==> src/rtl/rs_syndrome_calc.sv <==
// RS(255,223) syndrome calculator: 32 Horner accumulators over GF(2^8)
// feed a shadow bank that is streamed out S32 first while the next word loads.
module rs_syndrome_calc #(
    parameter int N    = 255,
    parameter int NSYN = 32
) (
    input  logic       clk,
    input  logic       reset,
    input  logic       din_valid,
    input  logic       din_sop,
    input  logic [7:0] din,
    output logic       syn_valid,
    output logic       syn_sop,
    output logic       syn_last,
    output logic [7:0] syn_out,
    output logic       err_flag,
    output logic       sop_err
);

    localparam int IW = $clog2(NSYN);

    function automatic logic [7:0] xtime(input logic [7:0] a);
        return {a[6:0], 1'b0} ^ (a[7] ? 8'h1D : 8'h00);
    endfunction

    function automatic logic [7:0] gf_mul(input logic [7:0] a, input logic [7:0] b);
        logic [7:0] p;
        logic [7:0] x;
        p = 8'h00;
        x = a;
        for (int i = 0; i < 8; i++) begin
            if (b[i]) p = p ^ x;
            x = xtime(x);
        end
        return p;
    endfunction

    function automatic logic [7:0] alpha_pow(input int j);
        logic [7:0] p;
        p = 8'h01;
        for (int i = 0; i < j; i++) p = xtime(p);
        return p;
    endfunction

    logic [7:0]    acc_q [NSYN];
    logic [7:0]    acc_d [NSYN];
    logic [7:0]    shd_q [NSYN];
    logic [7:0]    shd_d [NSYN];
    logic [7:0]    fb    [NSYN];
    logic [7:0]    cnt_q, cnt_d;
    logic          open_q, open_d;
    logic          act_q, act_d;
    logic [IW-1:0] idx_q, idx_d;
    logic          err_q, err_d;
    logic          serr_q, serr_d;
    logic          accept;
    logic          close;
    logic [7:0]    cur_cnt;
    logic          any_nz;

    // Constant multipliers: each accumulator scales by its own alpha^j.
    for (genvar g = 0; g < NSYN; g++) begin : g_fb
        localparam logic [7:0] AJ = alpha_pow(g + 1);
        assign fb[g] = gf_mul(acc_q[g], AJ);
    end

    always_comb begin
        accept  = din_valid && (din_sop || open_q);
        cur_cnt = din_sop ? 8'd0 : cnt_q;
        close   = accept && (cur_cnt == 8'(N - 1));
        cnt_d   = cnt_q;
        open_d  = open_q;
        if (accept) begin
            open_d = !close;
            cnt_d  = close ? 8'd0 : cur_cnt + 8'd1;
        end
        serr_d = din_valid && din_sop && (cnt_q != 8'd0);
    end

    always_comb begin
        for (int j = 0; j < NSYN; j++) begin
            acc_d[j] = acc_q[j];
            if (accept) acc_d[j] = din_sop ? din : (fb[j] ^ din);
        end
    end

    always_comb begin
        any_nz = 1'b0;
        for (int j = 0; j < NSYN; j++) begin
            shd_d[j] = shd_q[j];
            any_nz   = any_nz | (acc_d[j] != 8'h00);
        end
        err_d = err_q;
        act_d = act_q;
        idx_d = idx_q;
        if (act_q) begin
            if (idx_q == '0) act_d = 1'b0;
            else idx_d = idx_q - 1'b1;
        end
        // Final accumulator values land in the shadow bank on the closing edge.
        if (close) begin
            for (int j = 0; j < NSYN; j++) shd_d[j] = acc_d[j];
            err_d = any_nz;
            act_d = 1'b1;
            idx_d = IW'(NSYN - 1);
        end
    end

    always_ff @(posedge clk or posedge reset) begin
        if (reset) begin
            for (int j = 0; j < NSYN; j++) begin
                acc_q[j] <= 8'h00;
                shd_q[j] <= 8'h00;
            end
            cnt_q  <= 8'd0;
            open_q <= 1'b0;
            act_q  <= 1'b0;
            idx_q  <= '0;
            err_q  <= 1'b0;
            serr_q <= 1'b0;
        end else begin
            for (int j = 0; j < NSYN; j++) begin
                acc_q[j] <= acc_d[j];
                shd_q[j] <= shd_d[j];
            end
            cnt_q  <= cnt_d;
            open_q <= open_d;
            act_q  <= act_d;
            idx_q  <= idx_d;
            err_q  <= err_d;
            serr_q <= serr_d;
        end
    end

    always_comb begin
        syn_valid = act_q;
        syn_sop   = act_q && (idx_q == IW'(NSYN - 1));
        syn_last  = act_q && (idx_q == '0);
        syn_out   = act_q ? shd_q[idx_q] : 8'h00;
        err_flag  = err_q;
        sop_err   = serr_q;
    end

endmodule
==> config.mk <==
export PLATFORM = sky130hd
export DESIGN_NAME = rs_syndrome_calc
export DESIGN_NICKNAME = d
export VERILOG_FILES = /design/src/rtl/rs_syndrome_calc.sv
export SDC_FILE = /design/constraint.sdc
export NUM_CORES = 2
export LEC_CHECK = 0
export CORE_MARGIN = 2
export CORE_UTILIZATION = 55
export CTS_CLUSTER_DIAMETER = 40
export DETAILED_ROUTE_END_ITERATION = 8
export PLACE_DENSITY_LB_ADDON = 0.25
export REMOVE_ABC_BUFFERS = 1
export SETUP_SLACK_MARGIN = 0.05
export SLEW_MARGIN = 20
export SYNTH_ARGS = -nofsm -noshare
export SYNTH_HDL_FRONTEND = slang
export SYNTH_SLANG_ARGS = --single-unit
==> constraint.sdc <==
create_clock -name clk -period 24.4 [get_ports clk]
set_input_delay 3.66 -clock clk [delete_from_list [all_inputs] [get_ports clk]]
set_output_delay 3.66 -clock clk [all_outputs]
set_load 0.005 [all_outputs]
# Yosys cells after proc, flatten, opt, wreduce, memory -nomap -nowiden
# Cells that the tools add are included.
[totals] regBits=529 elab_cells=654
[classes] n_addsub=2 magnitude_cmp=1 eq_ne=3 muxes=242 bitwise=292 reduce_logical=44
[op_table] op="$xor A8 B5 Y8" n=166
[op_table] op="$mux W5" n=169
[op_table] op="$xor A8 B8 Y8" n=94
[op_table] op="$mux W8" n=69
[op_table] op="$reduce_bool A8 Y1" n=33
[op_table] op="$bmux W8 S5" n=1
[op_table] op="$or A1 B1 Y1" n=31
[op_table] op="$add A8 B1 Y8 const B" n=1
[op_table] op="$eq A8 B8 Y1 const B" n=1
[op_table] op="$ge A6 B6 Y1 const B" n=1
[op_table] op="$logic_and A1 B1 Y1" n=6
[op_table] op="$not A5 Y6" n=1
[op_table] op="$eq A5 B5 Y1 const B" n=1
[op_table] op="$logic_not A5 Y1" n=1
[op_table] op="$sub A5 B1 Y5 const B" n=1
[op_table] op="$mux W1" n=3
[op_table] op="$ne A2 B2 Y1 const B" n=1
[op_table] op="$reduce_and A2 Y1" n=1
[op_table] op="$reduce_bool A2 Y1" n=1
[op_table] op="$logic_not A1 Y1" n=1
[op_table] op="$logic_or A1 B1 Y1" n=1

# Depth between registers and ports, before layout
[logic_depth] ltp_word=44 depth_mapped=18

# Least setup slack after synthesis
# Ideal clock, no wire load.
[synth_timing] path_kind="input port to flip-flop" startpoint="input din_sop" endpoint="register idx_q[1]" arrival_time_ns=6.668 required_time_ns=24.254 slack_ns=17.586 path_stages=16 n_path_buf=11 path_cell_list="buf_2 -> buf_2 -> buf_2 -> buf_2 -> buf_2 -> buf_2 -> clkbuf_1 -> clkbuf_1 -> nor2b_1 -> ha_1 -> nand4_1 -> or3_1 -> clkbuf_1 -> clkbuf_1 -> clkbuf_1 -> o211ai_1"
[synth_via] elab_chain_len=5 word_cells_on_any_way=9 cone_classes="eq/ne (2); mux (2); reduce/logical (5)"
[synth_rtl] item="from (decl)" line_no="10" rtl="input logic din_sop,"
[synth_rtl] item="$mux W8 or $logic_or A1 B1 Y1 (tied branches)" line_no="69, 68"
[synth_rtl] item="$eq A8 B8 Y1 or $logic_and A1 B1 Y1 (tied branches)" line_no="70, 68"
[synth_rtl] item="$logic_and A1 B1 Y1 *" line_no="70" rtl="close = accept && (cur_cnt == 8'(N - 1));"
[synth_rtl] item="$ne A2 B2 Y1 (no line) or $reduce_bool A2 Y1 (tied branches)"
[synth_rtl] item="$reduce_and A2 Y1 (no line)"
[synth_rtl] item="to (signal assigned)" line_no="129" rtl="idx_q <= idx_d;"
[synth_rtl] item="to (decl)" line_no="53" rtl="logic [IW-1:0] idx_q, idx_d;"
# Mark *: on every way between the ends. The rest lies on a longest branch, timed or not.
# A chain may end at the register's enable or synchronous reset.

# Final worst setup path
[layout_timing] startpoint="register idx_q[0]" endpoint="output syn_out[4]"
[layout_via] elab_chain_len=5
[layout_rtl] item="$not A5 Y6 (not written as such)" line_no="139" rtl="syn_out = act_q ? shd_q[idx_q] : 8'h00;"
[layout_rtl] item="$bmux W8 S5" line_no="139"
[layout_rtl] item="$mux W8 (not written as such) (2 in series)" line_no="139"
[layout_rtl] item="$mux W8" line_no="139"
[layout_rtl] item="to (decl)" line_no="15" rtl="output logic [7:0] syn_out,"
# Every way passes these cells. The select of a mux whose other input is x is not followed.

==> results.toml <==
[clocking]
clock_sinks = 529
cts_made_buffers = 96
clock_latency_ns = 0.67
cts_max_level = 3
hold_buffers = 0
root_buffer = "clkbuf_16"
cts_tree = "yes"
clk_pin_slew_worst_paths_ns = 0.06
clockBufferDepth = 3
postCtsSetupBuffers = 0
cts_resized = 0

[route]
drt_drc_violations_left = 0
wire_per_inst_um = 31.2
dr.pass1.iters = 8
vias = 29900
via_per_inst = 6.84
routed_wl_um = 137000
ant_nets = 0
drtIter0Drc = 4426

[synth]
netlist.area_leader.share_pct = 40.4
async_reset_ff_share_pct = 100
yosysWarnings = 0
ys_seq_area_share_pct = 40.4
synth.largest_area_cell = "dfrtp_1"
synth_ff_type = "dfrtp_1"
synth_area_um2 = 32700
ys_seq_elements = 529
synth_cell_types = 77
synth_edf_count = 0
syn_inst = 3653
synth_area_leaders = "dfrtp_1, nand2_1, xnor2_1, mux4_2, xnor3_1"
avgSynthCellArea_um2 = 8.96

[critical_path]
r2r_start = "open_q"
cpPeakStageDelay_ns = 0.84
critical_path_class = "reg -> out"
path_cells = "buf_4 > mux4_2 > mux4_2 > mux2i_1 > nor2b_1 > clkdlybuf4s50_1"
crit_fanout = 38
startpoint_type = "register"
crit_top_cell = "mux4_2"
reg2reg_slack_ns = 18.58
cp_slowest_cell = "dfrtp_4"
reg2reg_depth = 12
arrival_ns = 4.55
timing.rr.end = "err_flag"
cp.required_ns = 20.74
endpoint_kind = "primary output"

[timing]
worst_slew_pin_slew_ns = 1.27
fin_crit_ns = 8.21
fin_crit_sh_pct = 33.7
finalMaxSlewViolations = 0
fmax_mhz = 122
setup_slack_ns = 16.19
timing.setup.tns_ns = 0
rsz0062_at_grt = "false"
fin_skew_ns = 0.0276
hold_violations = 0
setup_viol = 0
slew_headroom_pct = 14.3

[power]
power_density_nw_per_um2 = 146
ir_drop_v = 0.0000880
p_leak_nw = 16.6

[placed_design]
preCtsSetupSlack_ns = 15.89
port_buffers = 24
dp_hpwl_um = 95100
gp_congestion = 1.04

[global_routing]
antenna_found_initial = 9
grt_max_degree = 150
grt_pass1_wl_um = 196000
grt_pass1_vias = 28100
overflow = 0
track_usage_pct = 44.8

[die]
die_x_um = 248
io-pin-count = 25
core_um2 = 58900
dieArea_um2 = 61500
fp.dieH_um = 248
start_util_pct = 55.6
fp-row-count = 89

[layout]
final_core_util_pct = 62.1
layout_commonest_cell = "nand2_1"
final_nets = 3534
synthToLayoutAreaGrowth_pct = 11.8
drive_gt1_share_pct = 10.6
fillCellCount = 4950
layout_common_cells = "nand2_1, dfrtp_1, xnor2_1"
seq_area_um2 = 13200
multiInputGateArea_um2 = 18000

[min_path]
min_delay_worst_endpoint = "shd_q[96]"
hp-start = "shd_q[96]"
hold_class = "reg -> reg"
whs_path_depth = 2

[run_status]
status = "complete, no violations"

[flow_run]
cap_viol_max_count = 0
==> cells in the mapped netlist, types with 9 or more instances <==
library cell / count
a21oi_1: 132
o22ai_1: 60
nor2_1: 197
a31oi_1: 59
o21ai_0: 182
xor2_1: 97
xnor2_1: 238
nand3b_1: 9
nand2b_1: 14
nand2_1: 919
nor2b_1: 38
a311o_1: 10
a211oi_1: 13
xor3_1: 18
xnor3_1: 44
or4_1: 19
nand4_1: 11
or2_2: 9
and2_1: 11
nand3_1: 73
nor3_1: 65
and3b_1: 11
a221oi_1: 13
buf_2: 68
or3_1: 21
nor4_1: 49
buf_1: 46
dfrtp_1: 529
mux4_2: 80
o21a_1: 43
a211o_1: 15
o221a_2: 12
inv_1: 68
mux2i_1: 70
o221ai_1: 16
clkbuf_1: 208
o211ai_1: 19
mux2_2: 14
and3_1: 20
a221o_1: 11
==> state kept, by name (all words and copies together) (netlist names) <==
register	count
idx_q	5
syn_valid	1
sop_err	1
err_flag	1
cnt_q	8
acc_q	256
shd_q	256
open_q	1
==> cells by family after synthesis <==
kind of cell	after synthesis	synth area share, %
XOR/XNOR	399	13.4
AO/OA/AOI/OAI	676	13.3
buffers and inverters	395	4.80
multiplexers	164	8.13
AND/OR/NAND/NOR	1485	19.7
flip-flops	529	40.4
adder cells (fa/ha/maj)	5	0.191
==> metrics by stage <==
step	area, µm²	std cells	hold slack, ns	power (mW)
2_1_floorplan	31400	3329	0.440	3.04
3_3_place_gp	33200	4191	0.454	3.77
3_5_place_dp	33200	4192	0.457	3.81
4_1_cts	36600	4370	0.469	5.23
5_1_grt	36600	4370	0.490	5.51
6_report	36600	4376	0.468	5.34
==> worst max-delay path by stage <==
stage / endpoint / slack (ns) / start / depth (start not counted)
final: syn_out[4] / 16.19 / idx_q[0] / 6
after global routing: syn_out[4] / 15.98 / idx_q[0] / 6
after CTS: syn_out[6] / 16.19 / idx_q[0] / 6
after detailed placement: err_flag / 15.89 / din_sop / 12
after global placement: err_flag / 15.95 / din_sop / 12
after floorplan: acc_q[0] / 5.96 / reset / 1
==> critical path, delay by kind of cell (launching register included) <==
kind / cells / cell delay (ns)
buffers and inverters: 2 / 1.24
DFF: 1 / 0.84
muxes: 3 / 1.62
and+or+nand+nor: 1 / 0.08
==> per-layer routing <==
metal	up-vias	routed length [µm]	global-route usage (%)
li1	12400	-	-
met1	14700	50300	58.9
met2	2163	56100	62.3
met3	602	18800	15.7
met4	12	11300	29.9
met5	-	141	0
==> where the power goes <==
| group | internal [mW] | total (mW) | switching, mW |
|---|---|---|---|
| combinational | 1.04 | 2.46 | 1.42 |
| sequential | 1.08 | 1.47 | 0.395 |
| clock | 0.898 | 1.41 | 0.507 |
| total | 3.02 | 5.34 | 2.32 |
==> layout make-up <==
cell class	count	share of cell area [%]
flip-flops and latches	529	36.2
multi-input cells	2729	49.1
inverters	71	0.752
clock inverters	55	1.75
repair buffers	90	2.01
well taps	773	2.64
clock buffers	123	7.49
diodes	6	0.0410
Note: power is estimated with default switching activity, not from simulation.
